`src/rtl/debounce_filter.sv`:
```
// debounce_filter
//   Debounces a raw, asynchronous, bouncing push-button input. The input is first brought into
//   the clock domain by a 2-flop synchronizer. A four-state Moore FSM then requires
//   STABLE_CYCLES consecutive agreeing samples before it changes the clean output level.
//   Each qualification that is abandoned part-way counts as a rejected glitch.
//
// Parameters
//   STABLE_CYCLES  consecutive agreeing samples needed to change level (2..255)
//   CNT_W          stability counter width; must be able to hold STABLE_CYCLES-1
//
// Ports
//   clock       in   system clock; all state updates on its rising edge
//   reset       in   synchronous, active-high reset
//   button      in   raw, asynchronous, bouncing input
//   level       out  debounced level (registered)
//   busy        out  high while a level change is being qualified (registered)
//   glitch_cnt  out  saturating count of rejected transitions
module debounce_filter #(
    parameter int unsigned STABLE_CYCLES = 4,
    parameter int unsigned CNT_W         = 8
) (
    input  logic       clock,
    input  logic       reset,
    input  logic       button,
    output logic       level,
    output logic       busy,
    output logic [7:0] glitch_cnt
);

    typedef enum logic [1:0] {
        StLow      = 2'd0,
        StWaitHigh = 2'd1,
        StHigh     = 2'd2,
        StWaitLow  = 2'd3
    } state_e;

    // Final count value; reaching it while the input still agrees commits the new level.
    localparam logic [CNT_W-1:0] CntLast = CNT_W'(STABLE_CYCLES - 1);

    logic             sync1_q, sync1_d;
    logic             sync2_q, sync2_d;
    logic             button_s;
    state_e           state_q, state_d;
    logic [CNT_W-1:0] cnt_q, cnt_d;
    logic [7:0]       glitch_q, glitch_d;
    logic             level_q, level_d;
    logic             busy_q, busy_d;
    logic             glitch_inc;

    assign button_s = sync2_q;

    always_comb begin
        sync1_d    = button;
        sync2_d    = sync1_q;
        state_d    = state_q;
        cnt_d      = cnt_q;
        glitch_inc = 1'b0;

        case (state_q)
            StLow: begin
                if (button_s) begin
                    state_d = StWaitHigh;
                    cnt_d   = CNT_W'(1);
                end
            end
            StWaitHigh: begin
                if (button_s) begin
                    if (cnt_q == CntLast) begin
                        state_d = StHigh;
                        cnt_d   = '0;
                    end else begin
                        cnt_d = cnt_q + CNT_W'(1);
                    end
                end else begin
                    state_d    = StLow;
                    cnt_d      = '0;
                    glitch_inc = 1'b1;
                end
            end
            StHigh: begin
                if (!button_s) begin
                    state_d = StWaitLow;
                    cnt_d   = CNT_W'(1);
                end
            end
            StWaitLow: begin
                if (!button_s) begin
                    if (cnt_q == CntLast) begin
                        state_d = StLow;
                        cnt_d   = '0;
                    end else begin
                        cnt_d = cnt_q + CNT_W'(1);
                    end
                end else begin
                    state_d    = StHigh;
                    cnt_d      = '0;
                    glitch_inc = 1'b1;
                end
            end
            default: begin
                state_d = StLow;
                cnt_d   = '0;
            end
        endcase

        // Saturate rather than wrap so a long bouncy period never reads back as "few glitches".
        glitch_d = (glitch_inc && (glitch_q != 8'hFF)) ? glitch_q + 8'd1 : glitch_q;

        // Outputs are decoded from the next state and registered, so they track state_q exactly
        // while coming straight off flops.
        level_d = (state_d == StHigh) || (state_d == StWaitLow);
        busy_d  = (state_d == StWaitHigh) || (state_d == StWaitLow);
    end

    always_ff @(posedge clock) begin
        if (reset) begin
            sync1_q  <= 1'b0;
            sync2_q  <= 1'b0;
            state_q  <= StLow;
            cnt_q    <= '0;
            glitch_q <= 8'd0;
            level_q  <= 1'b0;
            busy_q   <= 1'b0;
        end else begin
            sync1_q  <= sync1_d;
            sync2_q  <= sync2_d;
            state_q  <= state_d;
            cnt_q    <= cnt_d;
            glitch_q <= glitch_d;
            level_q  <= level_d;
            busy_q   <= busy_d;
        end
    end

    assign level      = level_q;
    assign busy       = busy_q;
    assign glitch_cnt = glitch_q;

endmodule

```
`config.mk`:
```
export PLATFORM = sky130hd
export DESIGN_NAME = debounce_filter
export DESIGN_NICKNAME = d
export VERILOG_FILES = /design/src/rtl/debounce_filter.sv
export SDC_FILE = /design/constraint.sdc
export NUM_CORES = 1
export LEC_CHECK = 0
export ABC_CLOCK_PERIOD_IN_PS = 2190
export CORE_MARGIN = 4
export CORE_UTILIZATION = 50
export CTS_CLUSTER_DIAMETER = 30
export DETAILED_ROUTE_END_ITERATION = 7
export PLACE_DENSITY_LB_ADDON = 0.25
export SYNTH_ARGS = -nofsm -noshare
export SYNTH_HDL_FRONTEND = slang
export SYNTH_SLANG_ARGS = --single-unit
```
`constraint.sdc`:
```
create_clock -name clock -period 2.19 [get_ports clock]
set_input_delay 0.219 -clock clock [delete_from_list [all_inputs] [get_ports clock]]
set_output_delay 0.219 -clock clock [all_outputs]
set_load 0.02 [all_outputs]
```
# Word-level counts from Yosys, hierarchy flattened
# Cells that the tools add are included.
# W data, S select, Z words.
[op_classes] eq_ne=10 add_sub_neg=2 n_mux=16 n_reduce_logical=5
[ops] operator="$mux W8" count=5
[ops] operator="$pmux W8 S4" count=1
[ops] operator="$add A8 B1 Y8 const B" count=2
[ops] operator="$mux W2" count=6
[ops] operator="$eq A2 B2 Y1 const B" count=4
[ops] operator="$eq A8 B2 Y1 const B" count=1
[ops] operator="$ne A8 B8 Y1 const B" count=1
[ops] operator="$pmux W2 S4" count=1
[ops] operator="$eq A2 B1 Y1 const B" count=2
[ops] operator="$ne A2 B2 Y1 const B" count=2
[ops] operator="$logic_not A2 Y1" count=1
[ops] operator="$logic_or A1 B1 Y1" count=2
[ops] operator="$mux W1" count=2
[ops] operator="$pmux W1 S2" count=1
[ops] operator="$reduce_and A2 Y1" count=1
[ops] operator="$logic_and A1 B1 Y1" count=1
[word_totals] inputBits=3 register_bits=22 word_cells=40

# Depth between registers and ports, before layout
[logic_depth] word_depth=6 mapped_depth=5

# Worst setup path after synthesis
# No wires, ideal clock.
[synth_timing] kind="reg2reg" startpoint="register cnt_q[0]" endpoint="register cnt_q[2]" required_ps=2063 stages_incl_launch_ff=6 n_path_buf=0 path_slack_ps=648 setup_time_ps=127 t_arrival_ps=1415 synth_period_minus_slack_ps=1542 cell_sequence="dfxtp_1 > ha_1 > nor4b_1 > a211oi_1 > o21bai_1 > nor2_1"
[synth_via] elab_chain_cells=4 elab_cells_between_ends=6
[synth_rtl] element="from (decl)" line_no="44" text="logic [CNT_W-1:0] cnt_q, cnt_d;"
[synth_rtl] element="from (signal assigned)" line_no="128" text="cnt_q <= cnt_d;"
[synth_rtl] element="$add A8 B1 Y8 or $eq A8 B2 Y1 (tied branches)"
[synth_rtl] element="$mux W8 *" line_no="68, 88"
[synth_rtl] element="$mux W8, on equally long branches" line_no="87, 67"
[synth_rtl] element="$pmux W8 S4 *" line_no="59" text="case (state_q)"
# Mark *: on every way between the ends. The rest lies on a longest branch, timed or not.
# A chain may end at the register's enable or synchronous reset.

# Final worst setup path
# Same ends and word-level chain as after synthesis.

==> impl_metrics.csv <==
group,metric,value,unit
setup_path,worst_ep_required_time,2380,ps
logic_synthesis,yosys_most_used_dff,"dfxtp_1",
logic_synthesis,yosys.area.top_type,"dfxtp_1",
cts,clockBufferDepth,2,
die,io_pins,13,
cts,postCtsSetupBuffers,0,
logic_synthesis,async_flop_share,0,%
detailed_routing,drtIter0Drc,19,
sta,skew,8.041,ps
grt,antenna_found_initial,0,
sta,hold_viol,0,
min_path,min_path_cells,1,
logic_synthesis,synth_cell_types,38,
detailed_routing,drt_pass1_iterations,4,
cts,cts_tree,"done",
pwr,totalPowerFinal,614.6,uW
cts,cts_root_buf,"clkbuf_4",
status,status,"completed",
sta,drv_slew,0,
logic_synthesis,netlist.area_leader.share,42.53,%
setup_path,ff2ff_path_depth,5,
detailed_routing,route.vias.total,824,
cells_and_area,final_nets,125,
pwr,p_per_area,527.0,nW/um^2
sta,finalSetupTns,0,ps
min_path,min_to,"button_s",
cells_and_area,area_growth_syn_to_layout,17.97,%
setup_path,critPathMaxStageDelay,470,ps
cells_and_area,antennaDiodeCount,0,
cells_and_area,fill_cells,169,
logic_synthesis,syn_area,988.4,um^2
sta,period_share,85.86,%
cells_and_area,fin_util,64.72,%
logic_synthesis,syn_inst,105,
cts,path_clk_slew,130,ps
grt,grt_first_pass_wirelength,3187,um
sta,setup_viol,0,
placement,port_buffers,12,
setup_path,cp_cell_sequence,"ha_1 > nor4b_1 > a211oi_1 > o21bai_1 > nor2_1",
setup_path,r2r-end,"cnt_q[2]",
placement,dp_hpwl,1315,um
sta,tightest_slew,527.7,ps
grt,grt_max_degree,13,
setup_path,cp_data_arrival_time,2070,ps
die,num_rows,15,
cts,clock_sinks,21,
sta,slew_headroom,64.32,%
setup_path,cp_max_fo,5,
logic_synthesis,synth_fp_nets,110,
die,initial_core_util,54.86,%
setup_path,path_class,"reg -> reg",
logic_synthesis,synth_seq_cells,21,
setup_path,reg2reg_slack,310,ps
min_path,hold_class,"reg -> reg",
logic_synthesis,synthTopCellsByArea,"dfxtp_1, nor2_1, xor2_1, mux2_4, and4_1",
detailed_routing,wl,1929,um
run,drv_cap,0,
cts,cts-resized-gates,0,
setup_path,slowest_stage,"nor4b_1",
setup_path,r2r_start,"cnt_q[0]",
sta,period_needed,1880,ps
grt,track_usage,15.44,%
cts,hold_buffers,0,
logic_synthesis,yosys_warnings,0,
cts,insertion_delay,310,ps
setup_path,endpoint_kind,"register",
die,die_h,52.46,um
logic_synthesis,seq_area_frac_synth,42.53,%
cts,numCtsBuffers,3,
die,die_w,52.46,um
detailed_routing,ant_nets,0,
detailed_routing,drt-wirelength-per-cell,13.40,um
placement,gp_congestion,0.7736,
die,core_area,1802,um^2
grt,grt_pass1_vias,736,
setup_path,start_kind,"register",
pwr,vdd_ir_drop_max,0.0003963,V
logic_synthesis,synth_edf_count,0,
cts,cts.htree.levels,1,
sta,max_freq,0.5318,GHz
detailed_routing,drc,0,
min_path,worstHoldStart,"sync1_q",
grt,grt.overflow.total,0,
die,dieArea,2752,um^2
logic_synthesis,avgSynthCellArea,9.414,um^2
pwr,leakagePower,0.4322,nW
detailed_routing,drt-vias-per-instance,5.722,
sta,rsz0062_at_grt,"no",
cells_and_area,drive_gt1_share,11.76,%
-- critical path: cells and delay by family, from the launching register on --
kind,cells,cell delay [ps]
compound gates,2,580
fa+ha+maj,1,230
flops,1,400
simple gates,2,570
-- cell families (layout without fill, tap and decap cells) --
logic type / Yosys count / count (layout) / synth area share, %
AO/OA/AOI/OAI: 17 / 17 / 12.15
XOR/XNOR: 8 / 8 / 8.608
adder cells (fa/ha/maj): 2 / 2 / 2.531
buffers and inverters: 5 / 19 / 2.024
flip-flops: 21 / 21 / 42.53
multiplexers: 4 / 4 / 5.063
AND/OR/NAND/NOR: 48 / 48 / 27.09
-- cells in the final DEF, fill, tap and decap left out, types with 3 or more instances in the layout --
master	synthesis	layout
dfxtp_1	21	21
nor2_1	14	14
clkdlybuf4s50_1	0	12
nand2_1	6	6
xor2_1	4	4
nand3_1	4	4
nor2b_1	4	4
nor3_1	3	3
a211oi_1	3	3
and4_1	3	3
a21oi_1	3	3
clkbuf_4	0	3
-- final cells by class --
cell class	instances	area, um^2	share of cell area [%]
Multi-Input combinational cell	79	548.0	47.00
Sequential cell	21	420.4	36.05
Timing Repair Buffer	14	135.1	11.59
Tap cell	25	31.28	2.682
Clock buffer	3	22.52	1.931
Clock inverter	1	5.005	0.4292
Inverter	1	3.754	0.3219
-- power by group --
| part | switching, mW | total, mW | internal (mW) |
|---|---|---|---|
| Clock | 0.125 | 0.193 | 0.0682 |
| Sequential | 0.00484 | 0.391 | 0.386 |
| Combinational | 0.0170 | 0.0311 | 0.0141 |
| Total | 0.146 | 0.615 | 0.468 |
-- registers in the layout, indices dropped and copies added (netlist names) --
signal,flops
state_q,1
glitch_cnt,8
busy,1
level,1
cnt_q,8
button_s,1
sync1_q,1
-- synth_stat cells, drive strengths merged, types with 2 or more instances --
| cell type | n |
|---|---|
| and4b | 2 |
| nand2 | 6 |
| and3 | 3 |
| o31ai | 2 |
| ha | 2 |
| a211oi | 3 |
| mux2 | 2 |
| xnor2 | 3 |
| nor3 | 3 |
| xor2 | 5 |
| nor2 | 15 |
| nor2b | 4 |
| nand3 | 5 |
| or4 | 2 |
| a21oi | 3 |
| mux2i | 2 |
| nand4 | 2 |
| and4 | 3 |
| a31oi | 2 |
| dfxtp | 21 |
| clkbuf | 3 |
-- layer usage --
metal | vias up | track usage [%] | share of wire [%]
met5 | - | 0 | 0
met4 | 0 | 6.383 | 2.0
met3 | 5 | 2.564 | 4.9
met2 | 29 | 23.97 | 43
met1 | 378 | 21.06 | 50
li1 | 412 | - | -
-- through the flow --
step	instance area, um^2	setup slack [ps]	hold slack (ps)	instances
after floorplan	988.4	648.0	347.2	105
after global placement	1139	523.2	418.7	140
after detailed placement	1139	374.8	439.8	140
after CTS	1166	325.6	458.7	144
after global routing	1166	144.3	461.2	144
final	1166	309.7	450.0	144
-- worst max path at each step --
stage / cells after the start / slack [ps] / endpoint / start
floorplan: 5 / 650 / cnt_q[2] / cnt_q[0]
finish: 5 / 310 / cnt_q[2] / cnt_q[0]
detailed placement: 5 / 370 / cnt_q[2] / cnt_q[0]
global route: 5 / 140 / cnt_q[6] / cnt_q[0]
CTS: 5 / 330 / cnt_q[2] / cnt_q[0]
global placement: 5 / 520 / cnt_q[7] / cnt_q[0]
Power figures use the tool's default switching activity.
